`src/rtl/lut_table_writer.sv`:
```
// Runtime-loadable neuron truth table: serial valid/ready table load plus 1-cycle registered lookups.
// Optional feature macro: LUT_PARITY_EN (trailing parity beat checked before the table is armed).
module lut_table_writer #(
  parameter int IN_BITS   = 6,
  parameter int OUT_BITS  = 1,
  parameter int WORD_BITS = 8
) (
  input  logic                 clk,
  input  logic                 rst,
  input  logic                 cfg_start,
  input  logic                 cfg_valid,
  output logic                 cfg_ready,
  input  logic [WORD_BITS-1:0] cfg_data,
  output logic                 cfg_done,
  output logic                 cfg_err,
  output logic                 tbl_valid,
  input  logic                 in_valid,
  input  logic [IN_BITS-1:0]   in_data,
  output logic                 out_valid,
  output logic [OUT_BITS-1:0]  out_data
);

  localparam int TBL_BITS = OUT_BITS * (2 ** IN_BITS);
  localparam int NBEATS   = TBL_BITS / WORD_BITS;
  localparam int CNT_W    = (NBEATS > 1) ? $clog2(NBEATS) : 1;
  localparam logic [CNT_W-1:0] LAST_BEAT = CNT_W'(NBEATS - 1);

`ifdef LUT_PARITY_EN
  typedef enum logic [1:0] {IDLE, LOAD, CHECK, ARMED} state_t;
`else
  typedef enum logic [1:0] {IDLE, LOAD, ARMED} state_t;
`endif

  state_t              state, next_state;
  logic [CNT_W-1:0]    cnt;
  logic [TBL_BITS-1:0] tbl;
  logic                accept;
  logic                last_beat;

  assign accept    = cfg_valid & cfg_ready;
  assign last_beat = (cnt == LAST_BEAT);

`ifdef LUT_PARITY_EN
  logic parity_ok;
  assign parity_ok = (cfg_data[0] == ^tbl);
`endif

  always_ff @(posedge clk or posedge rst) begin
    if (rst) state <= IDLE;
    else     state <= next_state;
  end

  // A start pulse wins over everything else, including a beat offered in the same cycle.
  always_comb begin
    next_state = state;
    if (cfg_start) begin
      next_state = LOAD;
    end else begin
      case (state)
        LOAD: begin
          if (accept && last_beat) begin
`ifdef LUT_PARITY_EN
            next_state = CHECK;
`else
            next_state = ARMED;
`endif
          end
        end
`ifdef LUT_PARITY_EN
        CHECK: begin
          if (accept) next_state = parity_ok ? ARMED : IDLE;
        end
`endif
        default: ;
      endcase
    end
  end

  always_comb begin
    cfg_ready = 1'b0;
    tbl_valid = 1'b0;
    case (state)
      LOAD:  cfg_ready = ~cfg_start;
`ifdef LUT_PARITY_EN
      CHECK: cfg_ready = ~cfg_start;
`endif
      ARMED: tbl_valid = 1'b1;
      default: ;
    endcase
  end

  // Restarting only rewinds the beat counter; stale table bits survive until overwritten.
  always_ff @(posedge clk or posedge rst) begin
    if (rst) begin
      cnt <= '0;
      tbl <= '0;
    end else if (cfg_start) begin
      cnt <= '0;
    end else if (state == LOAD && accept) begin
      tbl[cnt*WORD_BITS +: WORD_BITS] <= cfg_data;
      cnt <= last_beat ? '0 : cnt + 1'b1;
    end
  end

  always_ff @(posedge clk or posedge rst) begin
    if (rst) cfg_done <= 1'b0;
    else     cfg_done <= (next_state == ARMED) && (state != ARMED);
  end

`ifdef LUT_PARITY_EN
  always_ff @(posedge clk or posedge rst) begin
    if (rst)                                         cfg_err <= 1'b0;
    else if (cfg_start)                              cfg_err <= 1'b0;
    else if (state == CHECK && accept && !parity_ok) cfg_err <= 1'b1;
  end
`else
  assign cfg_err = 1'b0;
`endif

  // out_data only moves on a served lookup so it holds between results.
  always_ff @(posedge clk or posedge rst) begin
    if (rst) begin
      out_valid <= 1'b0;
      out_data  <= '0;
    end else begin
      out_valid <= in_valid & tbl_valid;
      if (in_valid && tbl_valid) out_data <= tbl[in_data*OUT_BITS +: OUT_BITS];
    end
  end

endmodule

```
`config.mk`:
```
export PLATFORM = sky130hd
export DESIGN_NAME = lut_table_writer
export DESIGN_NICKNAME = d
export VERILOG_FILES = /design/src/rtl/lut_table_writer.sv
export SDC_FILE = /design/constraint.sdc
export NUM_CORES = 1
export LEC_CHECK = 0
export BUFFER_PORTS_ARGS = -buffer_cell sky130_fd_sc_hd__buf_2
export CAP_MARGIN = 10
export CORE_AREA = 2 2 88 90
export CTS_BUF_LIST = sky130_fd_sc_hd__clkbuf_4
export DETAILED_ROUTE_END_ITERATION = 8
export DIE_AREA = 0 0 90 92
export PLACE_DENSITY = 0.72
export SETUP_SLACK_MARGIN = 0.5
export SLEW_MARGIN = 20
export SYNTH_ARGS = -nofsm -noshare
export SYNTH_HDL_FRONTEND = slang
export SYNTH_SLANG_ARGS = --single-unit
export TNS_END_PERCENT = 1
```
`constraint.sdc`:
```
create_clock -name clk -period 3.93 [get_ports clk]
set_input_delay 0.393 -clock clk [delete_from_list [all_inputs] [get_ports clk]]
set_output_delay 0.393 -clock clk [all_outputs]
set_load 0.1 [all_outputs]
```
==> flow_summary.toml, run 1 <==
[run_status]
status = "completed"

[synth]
synth.top_cell.area_share = 0.503
synthesis.area_mm2 = 0.00358
ys_seq_area_frac = 0.503
synth_top_family_by_area = "multiplexers"
synth_compound_area_frac = 0.0499
yosys-top-cells-area = "dfrtp_1 (50%), mux2i_1 (7.5%), mux2_1 (7.5%)"
syn_inst = 294
synth_mux_area_frac = 0.260
synth_largest_area_cell = "dfrtp_1"
ys_ff_latch = 72
synth_cell_types = 36
yosys.area_share.simple = 0.110
syn_avg_cell_area_um2 = 12.2
syn_nets = 319
synth_warnings = 0
synth_xor_area_frac = 0
synth_adder_area_share = 0.0210

[job]
drv_cap = 0

[sta]
hold_viol_final = 0
maxSlewViolCount = 0
setup_tns_ps = 0
rsz0062_at_grt = "no"
finalSetupViolCount = 0
finalCritPeriodShare = 0.621
hold_slack_ps = 151
relSlewSlack = 0.394
layout_min_cycle_time_ps = 2440
worstMarginPinSlew_ps = 908
worst_slack_ps = 1490
finClkSkew_ps = 11.4
fmax_mhz = 410

[clock_network]
cts_num_sinks = 72
cts_max_path_buffers = 2
cts_root_buf = "clkbuf_4"
cts_made_buffers = 9
cts_resized = 0
clkTransAtPathRegs_ps = 120
h-tree-depth = 3
clock_latency_ps = 430
cts_hold_buf = 0
post_cts.repair.setup_buffers = 0
cts_tree = "built"

[drt]
routed_via_density = 5.52
ant_nets = 0
top_layer = "met4"
wl_per_cell_um = 17.5
drt_iter0_drc = 181
vias = 2336
drt-pass1-iter-count = 6
drc = 0
met2WireLength_um = 3720
dr_wl_met3_um = 345
drt-total-wl_um = 7420
wl_met1_um = 3170

[die]
core_mm2 = 0.00745
initial_utilization = 0.481
io_pins = 25
die_x_um = 90
die_area_mm2 = 0.00828
die_h_um = 92
num_rows = 32

[worst_setup_path]
r2r_setup_slack_ps = 1490
setup.worst_path.end_class = "flop"
crit_type = "reg -> reg"
cp.required_ps = 4240
rr_worst_depth = 6
cp-start-kind = "flop"
arrival_ps = 2750
path_max_fanout = 8
r2r_start = "cnt[0]"
timing.rr.end = "tbl[62]"

[global_routing]
grt_pass1_wl_um = 12600
grt_pass1_vias = 2404
grt_usage = 0.198
antenna_found_initial = 0
grt_max_degree = 44
grt_overflow_total = 0

[pwr]
peakVddDrop_v = 0.000163
p_sw_frac = 0.297
clockPowerShare = 0.256
p_leak_nw = 1.77
p_switching_mw = 0.542
power.total_mw = 1.83
p_comb_frac = 0.203
p_int_mw = 1.28
power_density_mw_per_mm2 = 470
seqPwrFrac = 0.541

[placed_design]
io_buffers = 23
post-place-ws_ps = 1550
gp_congestion = 0.812
placed_area_mm2 = 0.00373
placed_cells = 407
hpwl_um = 5300

[layout]
fin_area_mm2 = 0.00388
nNetsFinal = 341
drive_gt1_frac = 0.184
layout-area-overhead-vs-synth_pct = 8.35
fin_cells = 423
fin_util = 0.521
antennaDiodeCount = 0

[min_path]
hold_class = "in -> async"
[final cells by class]
cell class,instances,area [um^2]
fill,655,3570
clock buffer,9,67.6
sequential,72,1800
inverter,26,97.6
timing repair buffer,24,123
multi-input combinational,183,1590
tap,102,128
clock inverter,7,72.6
[cells in the final DEF (no fill, tap or decap), drive strengths merged, types with 2 or more instances in the layout]
cell	count
ha	6
mux4	16
clkinv	5
nor3	7
clkbuf	9
mux2	25
nor2b	2
and2	7
nor2	3
nor3b	4
o31ai	3
mux2i	27
o21ai	20
inv	26
dfrtp	72
nand3b	2
buf	24
nand2	49
[critical path: stages (launching register included)]
cell	delay, ps
dfrtp_1	500
inv_2	110
ha_1	210
ha_1	310
nor3_1	340
and2_1	480
mux2_1	380
[cell usage after synthesis]
cell type / count
mux2_1: 24
buf_4: 1
mux2i_1: 27
nand2_1: 49
nor3b_2: 1
nor4b_1: 1
and2_1: 7
inv_2: 1
nor2b_1: 2
buf_2: 8
and3b_1: 1
buf_12: 1
ha_1: 6
and4bb_2: 1
o32ai_1: 1
a2111oi_4: 1
mux2_2: 1
nor4bb_1: 1
nand3_1: 1
dfrtp_1: 72
mux4_1: 5
nor3_1: 6
a21o_1: 1
nor3_2: 1
o31ai_1: 3
o21ai_1: 20
nand3b_1: 2
buf_6: 3
a21oi_1: 1
a211oi_1: 1
nor2_1: 3
nor3b_1: 3
mux4_2: 11
inv_1: 25
conb_1: 1
or3_1: 1
[power by group through the flow]
stage / clock (mW) / sequential [mW] / combinational (mW)
final: 0.468 / 0.987 / 0.371
after global routing: 0.520 / 1.01 / 0.415
after global placement: 0 / 0.991 / 0.355
after CTS: 0.478 / 0.986 / 0.374
after floorplan: 0 / 0.966 / 0.298
after detailed placement: 0 / 1.00 / 0.372
[layer usage]
layer  global-route usage  up-vias
li1                     -     1077
met1                0.246     1187
met2                0.334       56
met3               0.0509       16
met4               0.0795        0
met5                    0        -
[worst max path at each step]
stage / start / endpoint / slack, ps / depth (start not counted)
6_report: cnt[0] / tbl[62] / 1490 / 6
5_1_grt: cnt[0] / tbl[59] / 1370 / 6
4_1_cts: cnt[0] / tbl[51] / 1510 / 6
3_5_place_dp: cnt[0] / tbl[62] / 1550 / 6
3_3_place_gp: cnt[0] / tbl[62] / 1610 / 6
2_1_floorplan: state[1] / tbl[59] / 1020 / 6
[state kept, by name (all words and copies together), names as in the netlist]
signal,cells
out_data,1
state,2
out_valid,1
cnt,3
tbl,64
cfg_done,1
[kinds of logic (layout without fill, tap and decap cells)]
kind of cell               Yosys count  count (layout)
and+or+nand+nor                     80              80
DFF                                 72              72
muxes                               68              68
buffers and inverters               39              66
AOI/OAI and AO/OA                   28              28
adders and majority gates            6               6
other                                1               1
Power figures use the tool's default switching activity.
==> run 2: changes to the inputs <==
--- a/config.mk
+++ b/config.mk
@@ -5,12 +5,13 @@
 export SDC_FILE = /design/constraint.sdc
 export NUM_CORES = 1
 export LEC_CHECK = 0
+export ABC_AREA = 1
 export BUFFER_PORTS_ARGS = -buffer_cell sky130_fd_sc_hd__buf_2
 export CAP_MARGIN = 10
-export CORE_AREA = 2 2 88 90
+export CORE_AREA = 2 2 91 93
 export CTS_BUF_LIST = sky130_fd_sc_hd__clkbuf_4
 export DETAILED_ROUTE_END_ITERATION = 8
-export DIE_AREA = 0 0 90 92
+export DIE_AREA = 0 0 93 95
 export PLACE_DENSITY = 0.72
 export SETUP_SLACK_MARGIN = 0.5
 export SLEW_MARGIN = 20
==> constraint.sdc (replaced) <==
create_clock -name clk -period 2.4 [get_ports clk]
set_input_delay 0.24 -clock clk [delete_from_list [all_inputs] [get_ports clk]]
set_output_delay 0.24 -clock clk [all_outputs]
set_load 0.1 [all_outputs]
==> run 2 against run 1 <==
Non-clock buffer count is 11 higher. Worst setup slack got worse by 960 ps. Sequential power increased by 44%. Core utilization rose by 1.8 points. Register-to-register slack got worse by 960 ps. Cell count is 39% higher. Routed wire length grew 31%. Flip-flop and latch count did not move. Total power increased by 55%. Largest cell class is now multi-input combinational cells.
==> flow_summary.toml, run 2 <==
[run_status]
status = "completed"

[worst_setup_path]
crit_end = "tbl[26]"
cp-start-kind = "flop"
r2r_start = "cnt[0]"
cpLargestDelayFamily = "adder cells"
cp_slowest_cell = "dfrtp_1"
crit_type = "reg -> reg"
path_cells = "inv_2, ha_4, ha_4, inv_2, nor2_4, buf_4, nand3_4, mux2_4"
setup.worst_path.end_class = "flop"
cpPeakStageDelay_ps = 400
rr_worst_depth = 8
worst-path-buf-inv = 3
arrival_ps = 2200
path_max_fanout = 6
worst-path-stages = 8
r2r_setup_slack_ps = 530
crit_path_start = "cnt[0]"
cp.required_ps = 2730
timing.rr.end = "tbl[26]"

[sta]
fmax_mhz = 534
worstMarginPinSlew_ps = 602
hold_slack_ps = 13.2
setup_tns_ps = 0
rsz0062_at_grt = "yes"
layout_min_cycle_time_ps = 1870
relSlewSlack = 0.598
maxSlewViolCount = 0
finClkSkew_ps = 10.1
finalSetupViolCount = 0
hold_viol_final = 0
finalCritPeriodShare = 0.780

[synth]
synth.most_common_cell = "nand2_1"
synth.top_cell.area_share = 0.468
yosys.area_share.simple = 0.307
synth_adder_area_share = 0.0195
synth_mux_area_frac = 0.00292
synth_top_family_by_area = "simple AND/OR/NAND/NOR gates"
syn_nets = 481
synth_warnings = 0
ys_ff_latch = 72
synth_cell_types = 31
yosys-top-cells-area = "dfrtp_1 (47%), nand2_1 (15%), nand3_1 (9.5%)"
yosys-top-cells-count = "nand2_1 (149), nand3_1 (73), dfrtp_1 (72)"
synth_compound_area_frac = 0.123
syn_inst = 456
syn_avg_cell_area_um2 = 8.45
synth_largest_area_cell = "dfrtp_1"
synth_xor_area_frac = 0
synth-edff-count = 0
synthesis.area_mm2 = 0.00385
ys_seq_area_frac = 0.468
async_flop_share = 1.00
synth_flop_cell = "dfrtp_1"

[clock_network]
clock_latency_ps = 440
h-tree-depth = 3
cts_max_path_buffers = 2
cts_tree = "built"
clkTransAtPathRegs_ps = 130
cts_num_sinks = 72
cts_root_buf = "clkbuf_4"
cts_made_buffers = 9

[layout]
antennaDiodeCount = 0
largest_reg_flops = 64
n_fill_cell = 780
top_regs = "tbl (64), cnt (3), state (2)"
layout_commonest_cell = "nand2_1"
multi_input_area_mm2 = 0.00184
regArea_mm2 = 0.00180
drive_gt1_frac = 0.219
nNetsFinal = 504
top_register = "tbl"
layout_common_cells = "nand2_1 (149), nand3_1 (73), dfrtp_1 (72)"
fin_cells = 589
layout-area-overhead-vs-synth_pct = 11.0

[global_routing]
use_met3 = 0.0527
grt_util_met1 = 0.322
grt_usage = 0.234
gr-usage-met2 = 0.368
grt_overflow_total = 0
gr-max-usage-layer = "met2"
antenna_found_initial = 0
grt_pass1_wl_um = 15800
grt_max_degree = 73
grt_pass1_vias = 3128

[die]
die_h_um = 95
io_pins = 25
initial_utilization = 0.486
die_area_mm2 = 0.00884
die_x_um = 93
num_rows = 33
core_mm2 = 0.00793

[drt]
drt-pass1-iter-count = 5
ant_nets = 0
drt_iter0_drc = 281
wl_per_cell_um = 16.5
vias = 3298
drc = 0
drt-total-wl_um = 9720
routed_via_density = 5.60

[pwr]
peakVddDrop_v = 0.000344
power_density_mw_per_mm2 = 661
p_leak_nw = 1.88

[min_path]
hold_class = "in -> reg"

[placed_design]
io_buffers = 23
hpwl_um = 6460
gp_congestion = 0.949
placed_cells = 564

[job]
drv_cap = 0
## run 2: worst min-delay path by stage
stage / slack (ps) / endpoint / from / depth (start not counted)
after floorplan: 370 / state[0] / cfg_start / 2
after global routing: 30 / out_valid / in_valid / 3
final: 10 / out_valid / in_valid / 3
after CTS: 7 / out_valid / in_valid / 3
after global placement: 350 / tbl[49] / rst / 3
after detailed placement: 360 / tbl[17] / rst / 3
## run 2: kinds of logic after synthesis
family,after synthesis
compound gates,67
other cells,1
fa+ha+maj,6
flops,72
buf+inv,56
simple gates,253
mux,1
## run 2: area by class of cell
type | instances | share of cell area
multi-input cells | 329 | 0.430
flip-flops and latches | 72 | 0.421
repair buffers | 35 | 0.0553
well taps | 105 | 0.0307
inverters | 31 | 0.0284
clock inverters | 7 | 0.0170
clock buffers | 9 | 0.0158
repair inverters | 1 | 0.00175
## run 2: metrics by stage
stage	utilization	worst slack (ps)	power (mW)	cell area, um^2
2_1_floorplan	-	230	1.86	3860
3_3_place_gp	0.501	353	1.98	3970
3_5_place_dp	0.501	293	2.00	3970
4_1_cts	0.525	443	2.77	4160
5_1_grt	0.540	459	2.97	4280
6_report	0.540	528	2.83	4280
## run 2: layer usage
metal  share of wire  up-vias  wire length (um)
li1                -     1563                 -
met1            0.44     1580              4300
met2            0.47      130              4580
met3           0.068       25               665
met4           0.018        0               176
met5               0        -                 0
## run 2: report_power, final
group          switching (mW)  total, mW  internal [mW]
Sequential             0.0739       1.42           1.34
Clock                   0.463      0.776          0.313
Combinational           0.422      0.636          0.214
Total                   0.959       2.83           1.87
## run 2: repair_timing
action	in CTS	in global routing
endpoints found under the setup margin	56	64
pin swaps	2	2
buffers inserted	3	3
gates resized for setup	1	15
hold buffers	1	0
hold endpoints to repair	72	0
cloned	0	2
## run 2: tightest hold or removal path, stage by stage
cell     delay (ps)
buf_2            70
nand2_1          50
inv_1            60
